--- config.mk ---
export PLATFORM = sky130hd
export DESIGN_NAME = fetch_sequencer
export DESIGN_NICKNAME = d
export VERILOG_FILES = /design/src/rtl/fetch_sequencer.sv
export SDC_FILE = /design/constraint.sdc
export NUM_CORES = 1
export LEC_CHECK = 0
export CAP_MARGIN = 5
export CORE_ASPECT_RATIO = 0.5
export CORE_UTILIZATION = 30
export DETAILED_ROUTE_END_ITERATION = 8
export RECOVER_POWER = 25
export SLEW_MARGIN = 10
export SYNTH_ARGS = -nofsm -noshare
export SYNTH_HDL_FRONTEND = slang
export SYNTH_SLANG_ARGS = --single-unit
--- constraint.sdc ---
create_clock -name Clk -period 2.53 [get_ports Clk]
set_input_delay 0.506 -clock Clk [delete_from_list [all_inputs] [get_ports Clk]]
set_output_delay 0.506 -clock Clk [all_outputs]
set_load 0.01 [all_outputs]
--- src/rtl/fetch_sequencer.sv ---
`default_nettype none
// ============================================================================
// Module      : fetch_sequencer
// Description : Moore control FSM that steps the lab datapath through the
//               instruction fetch sequence (MAR<-PC, PC<-PC+1, MDR<-M[MAR],
//               IR<-MDR), then waits for an operator Continue press/release
//               before the next fetch. Also counts completed fetches.
// Revision    : 1.0 - initial release
// ============================================================================
module fetch_sequencer #(
    parameter int MEM_WAIT = 2,   // memory-read cycles, 1..15
    parameter int CNT_W    = 16   // completed-fetch counter width
) (
    input  logic             Clk,
    input  logic             Reset,
    input  logic             Run,
    input  logic             Continue,
    output logic             GATEPC,
    output logic             GATEMDR,
    output logic             LD_MAR,
    output logic             LD_MDR,
    output logic             LD_IR,
    output logic             LD_PC,
    output logic             PCMUX_EN,
    output logic             MIO_EN,
    output logic             Mem_OE,
    output logic             Busy,
    output logic [CNT_W-1:0] Fetch_Count
);

    typedef enum logic [2:0] {
        ST_HALTED    = 3'd0,
        ST_MAR       = 3'd1,
        ST_READ      = 3'd2,
        ST_IR        = 3'd3,
        ST_PAUSE     = 3'd4,
        ST_PAUSE_REL = 3'd5
    } state_t;

    // Wait-counter value on the final memory-read cycle.
    localparam logic [3:0] c_read_last = 4'(MEM_WAIT - 1);

    state_t           r_state;
    state_t           w_next;
    logic [3:0]       r_wait;
    logic [CNT_W-1:0] r_fetch_count;
    logic             w_read_last;

    assign w_read_last = (r_state == ST_READ) && (r_wait == c_read_last);
    assign Fetch_Count = r_fetch_count;

    // State register; reset overrides every state.
    always_ff @(posedge Clk) begin
        if (Reset) begin
            r_state <= ST_HALTED;
        end else begin
            r_state <= w_next;
        end
    end

    // Memory wait counter: zeroed when entering the read, steps until the last read cycle.
    always_ff @(posedge Clk) begin
        if (Reset) begin
            r_wait <= 4'd0;
        end else if (r_state == ST_MAR) begin
            r_wait <= 4'd0;
        end else if ((r_state == ST_READ) && !w_read_last) begin
            r_wait <= r_wait + 4'd1;
        end
    end

    // Completed-fetch counter, bumped on the edge leaving the IR load; wraps naturally.
    always_ff @(posedge Clk) begin
        if (Reset) begin
            r_fetch_count <= '0;
        end else if (r_state == ST_IR) begin
            r_fetch_count <= r_fetch_count + CNT_W'(1);
        end
    end

    // Next-state and Moore output decode from the current state.
    always_comb begin
        w_next   = r_state;
        GATEPC   = 1'b0;
        GATEMDR  = 1'b0;
        LD_MAR   = 1'b0;
        LD_MDR   = 1'b0;
        LD_IR    = 1'b0;
        LD_PC    = 1'b0;
        PCMUX_EN = 1'b0;
        MIO_EN   = 1'b0;
        Mem_OE   = 1'b0;
        Busy     = 1'b0;
        case (r_state)
            ST_HALTED: begin
                if (Run) begin
                    w_next = ST_MAR;
                end
            end
            ST_MAR: begin
                GATEPC   = 1'b1;
                LD_MAR   = 1'b1;
                LD_PC    = 1'b1;
                PCMUX_EN = 1'b1;
                Busy     = 1'b1;
                w_next   = ST_READ;
            end
            ST_READ: begin
                MIO_EN = 1'b1;
                Mem_OE = 1'b1;
                Busy   = 1'b1;
                if (w_read_last) begin
                    LD_MDR = 1'b1;
                    w_next = ST_IR;
                end
            end
            ST_IR: begin
                GATEMDR = 1'b1;
                LD_IR   = 1'b1;
                Busy    = 1'b1;
                w_next  = ST_PAUSE;
            end
            ST_PAUSE: begin
                Busy = 1'b1;
                if (Continue) begin
                    w_next = ST_PAUSE_REL;
                end
            end
            ST_PAUSE_REL: begin
                Busy = 1'b1;
                if (!Continue) begin
                    w_next = ST_MAR;
                end
            end
            default: begin
                // Unused encodings recover to a safe idle.
                w_next = ST_HALTED;
            end
        endcase
    end

endmodule
`default_nettype wire

==> results of run 1 <==
[path summary, 6_finish.rpt]
kind,start,endpoint,depth (start not counted),slack [ns]
setup reg to reg,r_state[1]$_SDFFE_PP0P_,Fetch_Count[13]$_SDFFE_PP0P_,4,0.68
setup / recovery,r_state[1]$_SDFFE_PP0P_,LD_MDR,3,0.13
hold / removal,Fetch_Count[15]$_SDFFE_PP0P_,Fetch_Count[15]$_SDFFE_PP0P_,2,0.48
hold reg to reg,Fetch_Count[15]$_SDFFE_PP0P_,Fetch_Count[15]$_SDFFE_PP0P_,2,0.48
[critical path, delay by kind of cell, from the launching register on]
kind / cells / cell delay (ns)
simple gates: 2 / 0.61
flops: 1 / 0.49
buf+inv: 1 / 0.54
[power groups by stage]
| stage | Combinational [µW] | Sequential [µW] | Clock (µW) |
|---|---|---|---|
| 2_1_floorplan | 135 | 395 | 0 |
| 3_3_place_gp | 168 | 410 | 0 |
| 3_5_place_dp | 170 | 413 | 0 |
| 4_1_cts | 170 | 404 | 242 |
| 5_1_grt | 183 | 409 | 264 |
| 6_report | 167 | 404 | 228 |
[cells in the mapped netlist, types with 2 or more instances]
master    count
dfxtp_1      23
nor2_1       18
xor2_1       10
a21oi_1       9
buf_4         6
nand3_1       5
nand4_1       5
nor3_1        5
nand2_1       4
o31ai_1       4
or4_1         4
ha_1          3
inv_1         3
xnor2_1       3
and3_1        2
buf_2         2
clkbuf_1      2
nor3b_1       2
o21ai_0       2
or3_1         2
[through the flow]
step                area [µm²]  instances
detailed placement        1420        196
finish                    1460        200
global route              1460        200
CTS                       1460        200
global placement          1420        196
floorplan                 1130        126
[area by class of cell]
cell class	instances	area, µm²	area share (%)
Multi-Input combinational cell	89	583	40.0
Sequential cell	23	460	31.6
Timing Repair Buffer	30	294	20.2
Tap cell	51	63.8	4.38
Clock buffer	4	45.0	3.09
Inverter	3	11.3	0.773
[sequential cells by signal (all words and copies together) (netlist names)]
signal and cells:
r_state 3, Fetch_Count 16, r_wait 4
[metal layers]
layer | vias up | share of wire [%]
met2 | 14 | 44
met1 | 413 | 52
met3 | 2 | 3.3
met4 | 0 | 1.0
li1 | 481 | -
met5 | - | 0
[cell families after synthesis]
| group | Yosys count | synth area share [%] |
|---|---|---|
| flip-flops | 23 | 40.8 |
| AND/OR/NAND/NOR | 55 | 28.2 |
| adder cells (fa/ha/maj) | 3 | 3.33 |
| multiplexers | 1 | 0.887 |
| XOR/XNOR | 13 | 10.1 |
| AO/OA/AOI/OAI | 17 | 9.20 |
| buffers and inverters | 14 | 7.54 |
==> impl_metrics.ini, run 1 <==
[logic_synthesis]
yosys_warnings = 0
ys_seq_area_share_pct = 40.8
syn-instance-count = 126
async_flop_share_pct = 0
ys.flop_type = dfxtp_1
ys_ff_latch = 23
synth_top_area_share_pct = 40.8
synth_edf_count = 0
yosys.area.top_type = dfxtp_1
ys_top_cells_by_area = dfxtp_1 41%, xor2_1 7.8%, nor2_1 6.0%
syn_area_um2 = 1130
yosysUniqueCellTypes = 32
syn_avg_cell_area_um2 = 8.96
syn_nets = 133

[floorplanning]
io-pin-count = 30
row_count = 15
core_area_um2 = 3510
dieHeight_um = 45.4
dieArea_um2 = 4030
start_util_pct = 32.2
die-width_um = 88.7

[timing]
maxSlewViolCount = 0
slew_headroom_pct = 42.6
fin_crit_sh_pct = 95.0
finalCriticalPeriod_ns = 2.40
setup_viol = 0
tightest_slew_ns = 0.861
hold_violations = 0
fin_ws_ns = 0.125
finalSetupTns_ns = 0
fin_hold_ws_ns = 0.480
fin_skew_ns = 0.00500
rsz0062_at_grt = true
fmax_ghz = 0.416

[detailed_routing]
dr_total_vias = 910
wirelength_um = 2200
drc = 0
drt_iter0_drc = 46
routedWlPerCell_um = 11.0
firstDrtPassIters = 3
via_per_inst = 4.55
drtAntennaViolNets = 0

[place]
gp_congestion = 0.734
pre_cts_ws_ns = 0.425
hpwl_um = 1550
portBuffers = 29

[finish]
area_growth_pct = 29.2
antenna_cells = 0
final_cell_mix = 28 x clkdlybuf4s50_1, 23 x dfxtp_1, 18 x nor2_1, 10 x xor2_1, 9 x a21oi_1
final_net_count = 157
num-fill-cells = 377
fin_util_pct = 41.5
drive_gt1_share_pct = 7.38
final_common_cell = clkdlybuf4s50_1

[worst_setup_path]
cp_cell_sequence = nor3b_2 > and3_1 > clkdlybuf4s50_1
required_ns = 2.02
endpoint_kind = output port
crit_slowest_cell = clkdlybuf4s50_1
crit_fanout = 9
arrival_ns = 1.90
crit_type = reg -> out
max_stage_delay_ns = 0.54
start_kind = flip-flop

[global_routing]
grt_pass1_wl_um = 3590
antenna_found_initial = 0
use_met1_pct = 15.0
grt_max_degree = 20
grt_overflow = 0
track_usage_pct = 12.0
met2_usage_pct = 19.4
use_met3_pct = 4.35
busiest_layer = met2
grt_pass1_vias = 784

[power]
total_power_uw = 799
switching_share_pct = 27.1
p_per_area_nw_per_um2 = 548
pwr-share-comb_pct = 20.9
pwr-share-clk_pct = 28.5
switchingPower_uw = 217
seq_power_share_pct = 50.5
internal_power_uw = 582
static-leakage-power_uw = 0.000510
peakVddDrop_v = 0.000194

[clock_tree]
h-tree-depth = 1
numCtsBuffers = 3
clk_pin_slew_worst_paths_ns = 0.08
clk_latency_ns = 0.26
cts_sinks = 23
tritoncts = built
post_cts_buffers = 0
cts_hold_buf = 0
clockBufferDepth = 2
cts.repair.resized = 0
cts.root.buffer_cell = clkbuf_8

[job]
cap_violations = 0

[run_status]
outcome = completed

[min_path]
hold_class = reg -> reg
Note: power is estimated with default switching activity, not from simulation.
==> run 2: changes to the inputs <==
- CELL_PAD_IN_SITES_DETAIL_PLACEMENT: not set -> 0
- CELL_PAD_IN_SITES_GLOBAL_PLACEMENT: not set -> 1
- PLACE_DENSITY_LB_ADDON: not set -> 0.1
==> impl_metrics.ini, run 2 (synthesis gave the netlist of run 1 again) <==
[worst_setup_path]
crit_fanout = 8
reg2reg_from = r_state[1]$_SDFFE_PP0P_
required_ns = 2.02
cp_cell_sequence = nor3b_1 > clkdlybuf4s50_1
cp_num_buf_inv = 1
start_kind = flip-flop
endpoint_kind = output port
crit_slowest_cell = clkdlybuf4s50_1
crit_start = r_state[0]$_SDFFE_PP0P_
crit_family = buffers and inverters
crit_type = reg -> out
max_stage_delay_ns = 0.63
arrival_ns = 1.80

[job]
cap_violations = 0

[min_path]
hold_class = reg -> reg
hp-start = Fetch_Count[15]$_SDFFE_PP0P_

[clock_tree]
numCtsBuffers = 3
h-tree-depth = 1
clk_pin_slew_worst_paths_ns = 0.08
cts_sinks = 23
cts.root.buffer_cell = clkbuf_8
cts_hold_buf = 0
clk_latency_ns = 0.26
cts.repair.resized = 0
post_cts_buffers = 0
tritoncts = built
clockBufferDepth = 2

[finish]
multiInputGateArea_um2 = 583
final_cell_mix = 28 x clkdlybuf4s50_1, 23 x dfxtp_1, 18 x nor2_1, 10 x xor2_1, 9 x a21oi_1
area_growth_pct = 29.8
ff_latch_area_um2 = 460
fin_util_pct = 41.7
drive_gt1_share_pct = 8.00
largest_reg_flops = 16
num-fill-cells = 374
antenna_cells = 0
final_common_cell = clkdlybuf4s50_1
final_net_count = 158

[timing]
setup_viol = 0
slew_headroom_pct = 40.0
finalCriticalPeriod_ns = 2.31
hold_violations = 0
maxSlewViolCount = 0
fmax_ghz = 0.433
fin_ws_ns = 0.223
fin_crit_sh_pct = 91.2
tightest_slew_ns = 0.899
fin_hold_ws_ns = 0.499
finalSetupTns_ns = 0
fin_skew_ns = 0.00454
rsz0062_at_grt = false

[global_routing]
grt_overflow = 0
grt_pass1_vias = 769
grt_max_degree = 20
grt_pass1_wl_um = 3430
track_usage_pct = 11.5
antenna_found_initial = 0

[detailed_routing]
routedWlPerCell_um = 11.1
dr_total_vias = 929
firstDrtPassIters = 4
drt_iter0_drc = 19
drc = 0
via_per_inst = 4.62
wirelength_um = 2230
drtAntennaViolNets = 0

[place]
portBuffers = 29
pre_cts_ws_ns = 0.471
hpwl_um = 1550
gp_congestion = 0.652

[floorplanning]
io-pin-count = 30
dieHeight_um = 45.4
dieArea_um2 = 4030
die-width_um = 88.7
start_util_pct = 32.2
core_area_um2 = 3510
row_count = 15

[power]
p_per_area_nw_per_um2 = 547
total_power_uw = 801
static-leakage-power_uw = 0.000515
peakVddDrop_v = 0.000213

[run_status]
outcome = completed
run 2: changes by cell type in the layout (fill, tap and decap cells not counted):
cell   before  now
buf_4       0    1
run 2: power by group:
group          switching [µW]  leakage, µW  total, µW  internal (µW)
clock                     114    0.0000228        226            112
sequential               27.0     0.000186        404            377
combinational            73.5     0.000306        170           96.9
total                     215     0.000515        801            587
run 2: layer usage:
| metal | track usage [%] | part of all wire [%] | vias up |
|---|---|---|---|
| met3 | 4.89 | 5.9 | 2 |
| met2 | 17.7 | 40 | 25 |
| met5 | 0 | 0 | - |
| met1 | 15.3 | 54 | 414 |
| met4 | 1.94 | 0.18 | 0 |
| li1 | - | - | 488 |
run 2: path summary, 6_finish.rpt:
path | endpoint | slack (ns) | depth (start not counted)
max | LD_PC | 0.22 | 2
min | Fetch_Count[15]$_SDFFE_PP0P_ | 0.50 | 2
max reg2reg | Fetch_Count[13]$_SDFFE_PP0P_ | 0.66 | 4
min reg2reg | Fetch_Count[15]$_SDFFE_PP0P_ | 0.50 | 2
run 2: layout make-up:
class / count / share of cell area (%)
clock buffers: 4 / 3.07
inverters: 3 / 0.769
multi-input cells: 89 / 39.8
flip-flops and latches: 23 / 31.4
well taps: 51 / 4.36
repair buffers: 31 / 20.6
run 2: worst register-to-register path, stage by stage (launching register included):
cell	delay, ns
dfxtp_1	0.49
and3b_2	0.42
nand2_1	0.20
or4_1	0.54
a21oi_1	0.15
run 2: metrics by stage:
stage                     cells  area, µm²
after global placement      197       1420
after detailed placement    197       1420
final                       201       1470
after CTS                   201       1470
after floorplan             126       1130
after global routing        201       1470
